[src/rtl/bht_pkg.sv]
// Shared branch-history-table helpers: counter reset value, saturating next state,
// taken threshold and the PC word-offset used to slice the table index.
package bht_pkg;

    localparam int CNT_MAX_W     = 4;
    localparam int PC_WORD_SHIFT = 2;

    typedef logic [CNT_MAX_W-1:0] cnt_t;

    // Weakly-not-taken: one below the taken threshold.
    function automatic cnt_t cnt_reset_val(input int cnt_w);
        return cnt_t'((1 << (cnt_w - 1)) - 1);
    endfunction

    function automatic cnt_t cnt_next(input cnt_t cur, input logic taken, input int cnt_w);
        cnt_t max_v;
        cnt_t nxt;
        max_v = cnt_t'((1 << cnt_w) - 1);
        nxt   = cur;
        if (taken) begin
            if (cur != max_v) nxt = cur + cnt_t'(1);
        end else begin
            if (cur != '0) nxt = cur - cnt_t'(1);
        end
        return nxt;
    endfunction

    function automatic logic cnt_is_taken(input cnt_t cur, input int cnt_w);
        cnt_t sh;
        sh = cur >> (cnt_w - 1);
        return sh[0];
    endfunction

endpackage

[src/rtl/bht_counter_update.sv]
// Combinational saturating counter next state; feeds both the table write and the read bypass.
module bht_counter_update
    import bht_pkg::*;
#(
    parameter int CNT_W = 2
) (
    input  logic [CNT_W-1:0] cnt_i,
    input  logic             taken_i,
    output logic [CNT_W-1:0] cnt_o
);

    assign cnt_o = CNT_W'(cnt_next(cnt_t'(cnt_i), taken_i, CNT_W));

endmodule

[src/rtl/bht_predictor.sv]
// Direct-mapped BHT of saturating counters, 1-cycle registered prediction, write-first bypass.
// Optional gshare index hashing with a global history register when BHT_GSHARE_EN is defined.
module bht_predictor
    import bht_pkg::*;
#(
    parameter int ADDR_W = 32,
    parameter int IDX_W  = 5,
    parameter int CNT_W  = 2,
    parameter int HIST_W = IDX_W
) (
    input  logic              clk,
    input  logic              arst,
    input  logic              en,
    input  logic              read_valid,
    input  logic [ADDR_W-1:0] read_addr,
    output logic              pred_valid,
    output logic              pred_taken,
    output logic [IDX_W-1:0]  pred_index,
    input  logic              update_valid,
    input  logic [IDX_W-1:0]  update_index,
    input  logic              update_taken
);

    localparam int                DEPTH   = 1 << IDX_W;
    localparam logic [CNT_W-1:0]  CNT_RST = CNT_W'(cnt_reset_val(CNT_W));

    logic [CNT_W-1:0] cnt_q [DEPTH];

    logic             rd_acc;
    logic             upd_acc;
    logic [IDX_W-1:0] base_idx;
    logic [IDX_W-1:0] rd_idx;
    logic [CNT_W-1:0] upd_cur;
    logic [CNT_W-1:0] upd_nxt;
    logic [CNT_W-1:0] rd_cnt;

    logic             pred_valid_q, pred_valid_d;
    logic             pred_taken_q, pred_taken_d;
    logic [IDX_W-1:0] pred_index_q, pred_index_d;

    // Offset bits and PC bits above the index do not participate in the lookup.
    logic unused_addr;
    assign unused_addr = ^{read_addr[ADDR_W-1:IDX_W+PC_WORD_SHIFT], read_addr[PC_WORD_SHIFT-1:0]};

    assign rd_acc   = en && read_valid;
    assign upd_acc  = en && update_valid;
    assign base_idx = read_addr[IDX_W+PC_WORD_SHIFT-1:PC_WORD_SHIFT];

`ifdef BHT_GSHARE_EN
    logic [HIST_W-1:0] hist_q, hist_d;

    // Reads see the pre-shift history even when an update lands in the same cycle.
    assign rd_idx = base_idx ^ IDX_W'(hist_q);
    assign hist_d = upd_acc ? HIST_W'({hist_q, update_taken}) : hist_q;

    always_ff @(posedge clk or posedge arst) begin
        if (arst) hist_q <= '0;
        else      hist_q <= hist_d;
    end
`else
    assign rd_idx = base_idx;
`endif

    assign upd_cur = cnt_q[update_index];

    bht_counter_update #(.CNT_W(CNT_W)) u_cnt_upd (
        .cnt_i   (upd_cur),
        .taken_i (update_taken),
        .cnt_o   (upd_nxt)
    );

    assign rd_cnt = (upd_acc && (update_index == rd_idx)) ? upd_nxt : cnt_q[rd_idx];

    always_ff @(posedge clk or posedge arst) begin
        if (arst) begin
            for (int i = 0; i < DEPTH; i++) cnt_q[i] <= CNT_RST;
        end else if (upd_acc) begin
            cnt_q[update_index] <= upd_nxt;
        end
    end

    always_comb begin
        pred_valid_d = rd_acc;
        pred_taken_d = pred_taken_q;
        pred_index_d = pred_index_q;
        if (rd_acc) begin
            pred_taken_d = cnt_is_taken(cnt_t'(rd_cnt), CNT_W);
            pred_index_d = rd_idx;
        end
    end

    always_ff @(posedge clk or posedge arst) begin
        if (arst) begin
            pred_valid_q <= 1'b0;
            pred_taken_q <= 1'b0;
            pred_index_q <= '0;
        end else begin
            pred_valid_q <= pred_valid_d;
            pred_taken_q <= pred_taken_d;
            pred_index_q <= pred_index_d;
        end
    end

    assign pred_valid = pred_valid_q;
    assign pred_taken = pred_taken_q;
    assign pred_index = pred_index_q;

endmodule
[config.mk]
export PLATFORM = sky130hd
export DESIGN_NAME = bht_predictor
export DESIGN_NICKNAME = d
export VERILOG_FILES = /design/src/rtl/bht_pkg.sv /design/src/rtl/bht_counter_update.sv /design/src/rtl/bht_predictor.sv
export SDC_FILE = /design/constraint.sdc
export NUM_CORES = 1
export LEC_CHECK = 0
export CAP_MARGIN = 15
export CORE_UTILIZATION = 60
export CTS_BUF_LIST = sky130_fd_sc_hd__clkbuf_4
export DETAILED_ROUTE_END_ITERATION = 10
export PLACE_DENSITY = 0.95
export SETUP_SLACK_MARGIN = 0.05
export SLEW_MARGIN = 20
export SYNTH_ARGS = -nofsm -noshare
export SYNTH_HDL_FRONTEND = slang
export SYNTH_SLANG_ARGS = --single-unit
[constraint.sdc]
create_clock -name clk -period 4.65 [get_ports clk]
set_input_delay 1.1625 -clock clk [delete_from_list [all_inputs] [get_ports clk]]
set_output_delay 1.1625 -clock clk [all_outputs]
set_load 0.03 [all_outputs]
== Word-level counts from Yosys, hierarchy flattened ==
Cells that the tools add are included.
Word-level totals
  output and inout bits: 7
  register bits after elaboration: 71
  word-level logic and storage cells: 62
  input port bits: 43
Cells by class
  add/subtract/negate cells: 2
  bitwise gates (word level): 2
  reductions and logical operators: 5
  equal/unequal tests: 2
  order comparisons: 3
  multiplexer cells: 13
Operator list (number)
  bitwise mux 64 bit: 1
  binary-select mux 2 bit (select 5 bit): 2
  two-way mux 2 bit: 9
  >= comparator 6 bit (second input constant): 2
  NOT 5 -> 6 bit: 2
  demux 2 bit (select 5 bit): 1
  less-than comparator 6 x 1 -> 1 bit (second input constant): 1
  equality test 5 bit: 1
  logical AND 1 bit: 4
  adder 2 x 1 -> 2 bit (second input constant): 1
  inequality test 2 bit (second input constant): 1
  nonzero test 2 bit: 1
  subtractor 2 x 1 -> 2 bit (second input constant): 1

== Longest topological paths before layout ==
  depth in word-level cells: 8
  gate-level depth with buffers: 9
  gate-level depth less buffers: 6

== Modules after synthesis ==
From an unflattened synthesis, not the netlist that was laid out.
Second synthesis, totals
  cells, all modules: 283
  area total of the unflattened synthesis: 3796.1 um^2
By module, submodules not included
  bht_predictor: cells each 280, instances 1, area each 3769.9 um^2, seq. area each 1816.7 um^2
  bht_counter_update: cells each 3, instances 1, area each 26.3 um^2, seq. area each 0.0 um^2

== Least setup slack after synthesis ==
OpenSTA, ideal clock, no wires.
  path kind: input-to-reg
  from: input port update_index[0]
  to: register cnt_q[11] in the netlist's numbering
  data arrival time: 2927 ps
  path buffers: 3
  slack: 1598 ps
  stages: 9
  library setup time: 125 ps
  required time: 4525 ps
  path through: buf_4 > buf_4 > mux2i_1 > o22ai_1 > nor4_1 > o22ai_1 > maj3_2 > clkbuf_1 > mux2_2
Between the ends
  longest elaborated chain between the ends: 8
  elaborated cells on any way between the ends: 17
  classes of those cells: 2 x add/sub; 2 x order compare; 1 x eq/ne; 9 x mux; 1 x bitwise; 2 x reduce/logical
RTL lines
  from (decl): line bht_predictor.sv:20  | input logic [IDX_W-1:0] update_index,
  NOT 5 -> 6 bit (not written as such) *: line bht_predictor.sv:64, bht_predictor.sv:78
  binary-select mux 2 bit (select 5 bit): line bht_predictor.sv:64  | assign upd_cur = cnt_q[update_index];
  two-way mux 2 bit (not written as such) (2 in series): line bht_predictor.sv:64
  subtractor 2 x 1 -> 2 bit (tied with other cells): line bht_pkg.sv:23  | if (cur != '0) nxt = cur - cnt_t'(1);
  two-way mux 2 bit, on equally long branches: line bht_pkg.sv:23, bht_pkg.sv:21
  two-way mux 2 bit: line bht_pkg.sv:20  | if (taken) begin
  bitwise mux 64 bit *: line bht_predictor.sv:78  | cnt_q[update_index] <= upd_nxt;
  to (signal, indexed assignment): line bht_predictor.sv:78
  to (decl): line bht_predictor.sv:27  | logic [CNT_W-1:0] cnt_q [DEPTH];
Mark *: on every way between the ends. The rest lies on a longest branch, timed or not. The select of a mux whose other input is x is not followed.
A chain may end at the register's enable or synchronous reset.

== Worst setup path in the final report ==
  from: input port update_index[0]
  to: register cnt_q[33] in the netlist's numbering
Same word-level chain as after synthesis.

==> metrics.txt <==
WL final 8430 um; RSZ-0062 raised after global routing false; total core area 0.00610 sq mm; Crit. End Element register; CTS tree built; CP required 4.96 ns; Final Skew 0.0157 ns; average cell area after synthesis 12.9 sq um; cell row count 28; Main synth FF type dfrtp_1; wire per inst 21.4 um; power per standard cell area 357 mW/mm^2; post-synthesis instance area 0.00389 sq mm; crit path max fanout 38; Total GRT Usage 0.287; hold_buf cts 0; Num CTS Buffers 9; root buf cell clkbuf_4; crit path DAT 3.87 ns; TritonRoute pass-1 iters 5; first-pass GRT wire length 13800 um; number of synthesized register bits 71; Vias 2587; Pleak 1.76 nW; post-synthesis sequential area ratio 0.467; vias per cell 6.57; Synth area leaders dfrtp_1 25%, dfstp_2 22%, mux2_2 13%, mux2_4 9.3%, mux2i_1 8.5%; # DRC 0; final worst path period share 0.766; clock-pin slew on the worst setup and hold paths 0.10 ns; top layer in use met4; Synth warnings 0; Slew headroom 0.284; Clock Sink Count 71; Fmax 281 MHz; Final Hold Vio Count 0; Post-synth EDFFs 0; Tmin final 3.56 ns; CP Launch Type input pin; Critical-path top delay cell buf_2; FF-to-FF setup slack 2.38 ns; setup ws final 1.09 ns; Die Ht 82.5 um; Unique masters post-synth 34; Die X 82.5 um; Slew @ Worst Pin 1.07 ns; Worst IR Drop VDD 0.380 mV; Design Area, Final 0.00420 sq mm; critical-path cell list buf_2, mux2i_1, o22ai_1, nor3_1, o22ai_1, maj3_2, mux2_2; Initial Utilization 0.639; initial antenna violation count 0; grt total ovfl 0; WL met1 3530 um; Syn Nets 344; met3 wire length 621 um; family with the most delay on the worst path buffers and inverters; Finished Core Util 0.689; total power 1.50 mW; clk_lat worst skew 0.43 ns; Area growth syn-to-layout 7.84%; status finished clean; Fin Setup TNS 0 ns; Hold Startpoint pred_index[0]; Cells after DPL 378; vias in the first global route 2635; postcts setup bufs 0; antenna viol nets, final 0; final non-filler cell total 394; Post-Syn Instances 301; hold path endpoint pred_index[0]; H-Tree Depth 3; Place WS 0.680 ns; type of the worst setup path in2reg; die area 0.00681 sq mm; Crit path largest cell delay 0.79 ns; drt initial violations 283; routed length on met2 4060 um; Placed Area 0.00407 sq mm; Slew Viols, Final 0; most frequent cells in the layout 45 x mux2_2, 39 x dfrtp_1, 35 x nor2_1; Nets 357; ant diodes 0; worst-case hold slack 0.514 ns; pin count of the biggest net entering global routing 45; Synth area leader dfrtp_1; HPWL Detailed 5660 um; ys async rst share 1.00; reg2reg start cnt_q[16]; Final GP Congestion 0.920; most frequent CP cell o22ai_1; I/O pin cnt 50; max_cap viols 0; Buf/Inv on CP 1; Synth top area share 0.251; Worst Hold Class reg2reg; R2R Path End cnt_q[58]; Longest Clk Path Bufs 2; IO Port Bufs 22; hold-critical path depth 1; layout cells sized above 1 0.404; final setup fails 0; leading cell type in the layout, fill and taps excluded mux2_2; Resize count post-CTS 0; R2R cell count 6
[final cells by class]
class / count / area (sq um)
well taps: 75 / 93.8
flip-flops and latches: 71 / 1820
fillers: 419 / 1900
repair buffers: 23 / 223
clock buffers: 10 / 75.1
multi-input cells: 206 / 1930
inverters: 3 / 11.3
clock inverters: 6 / 51.3
[cell families after synthesis]
kind of cell | synth area share
AOI/OAI and AO/OA | 0.0376
xor gates and xnor gates | 0.0112
adders and majority gates | 0.00579
buffers and inverters | 0.0382
DFF | 0.467
muxes | 0.360
and+or+nand+nor | 0.0807
[registers in the layout, summed over array words and instances, names as in the netlist]
name / cells
cnt_q: 64
pred_index: 5
pred_taken: 1
pred_valid: 1
[report_power, final]
part	switching, mW	leakage [nW]	total [mW]	internal [mW]
Clock	0.210	0.0727	0.373	0.163
Sequential	0.0618	0.845	0.802	0.740
Combinational	0.151	0.841	0.324	0.173
[metal layers]
layer	up-vias	GRT usage
met4	0	0.109
met1	1309	0.380
met3	26	0.0703
met2	125	0.459
li1	1127	-
met5	-	0
[synthesized netlist by cell type (2+ instances only)]
cell type / count
mux2_2: 45
dfrtp_1: 39
nor2_1: 35
mux2i_1: 33
dfstp_2: 32
mux2_4: 24
o22ai_1: 14
mux4_2: 9
buf_2: 8
nor3_1: 7
buf_6: 5
clkbuf_1: 4
nand2_1: 4
nand2b_1: 4
o21ai_0: 4
xnor2_1: 4
buf_4: 3
inv_1: 3
nand3b_1: 3
or3b_1: 3
maj3_2: 2
nand4_1: 2
nor4_1: 2
or3_1: 2
[worst max-delay path by stage]
stage	startpoint	to	slack, ns	depth (start not counted)
after floorplan	update_index[0]	cnt_q[11]	1.60	9
after global placement	update_index[2]	cnt_q[40]	0.73	7
after detailed placement	update_index[0]	cnt_q[13]	0.68	7
after CTS	update_index[0]	cnt_q[5]	1.13	7
after global routing	update_index[0]	cnt_q[5]	0.96	7
final	update_index[0]	cnt_q[33]	1.09	7
No activity file was read; power rests on OpenSTA's default activity.
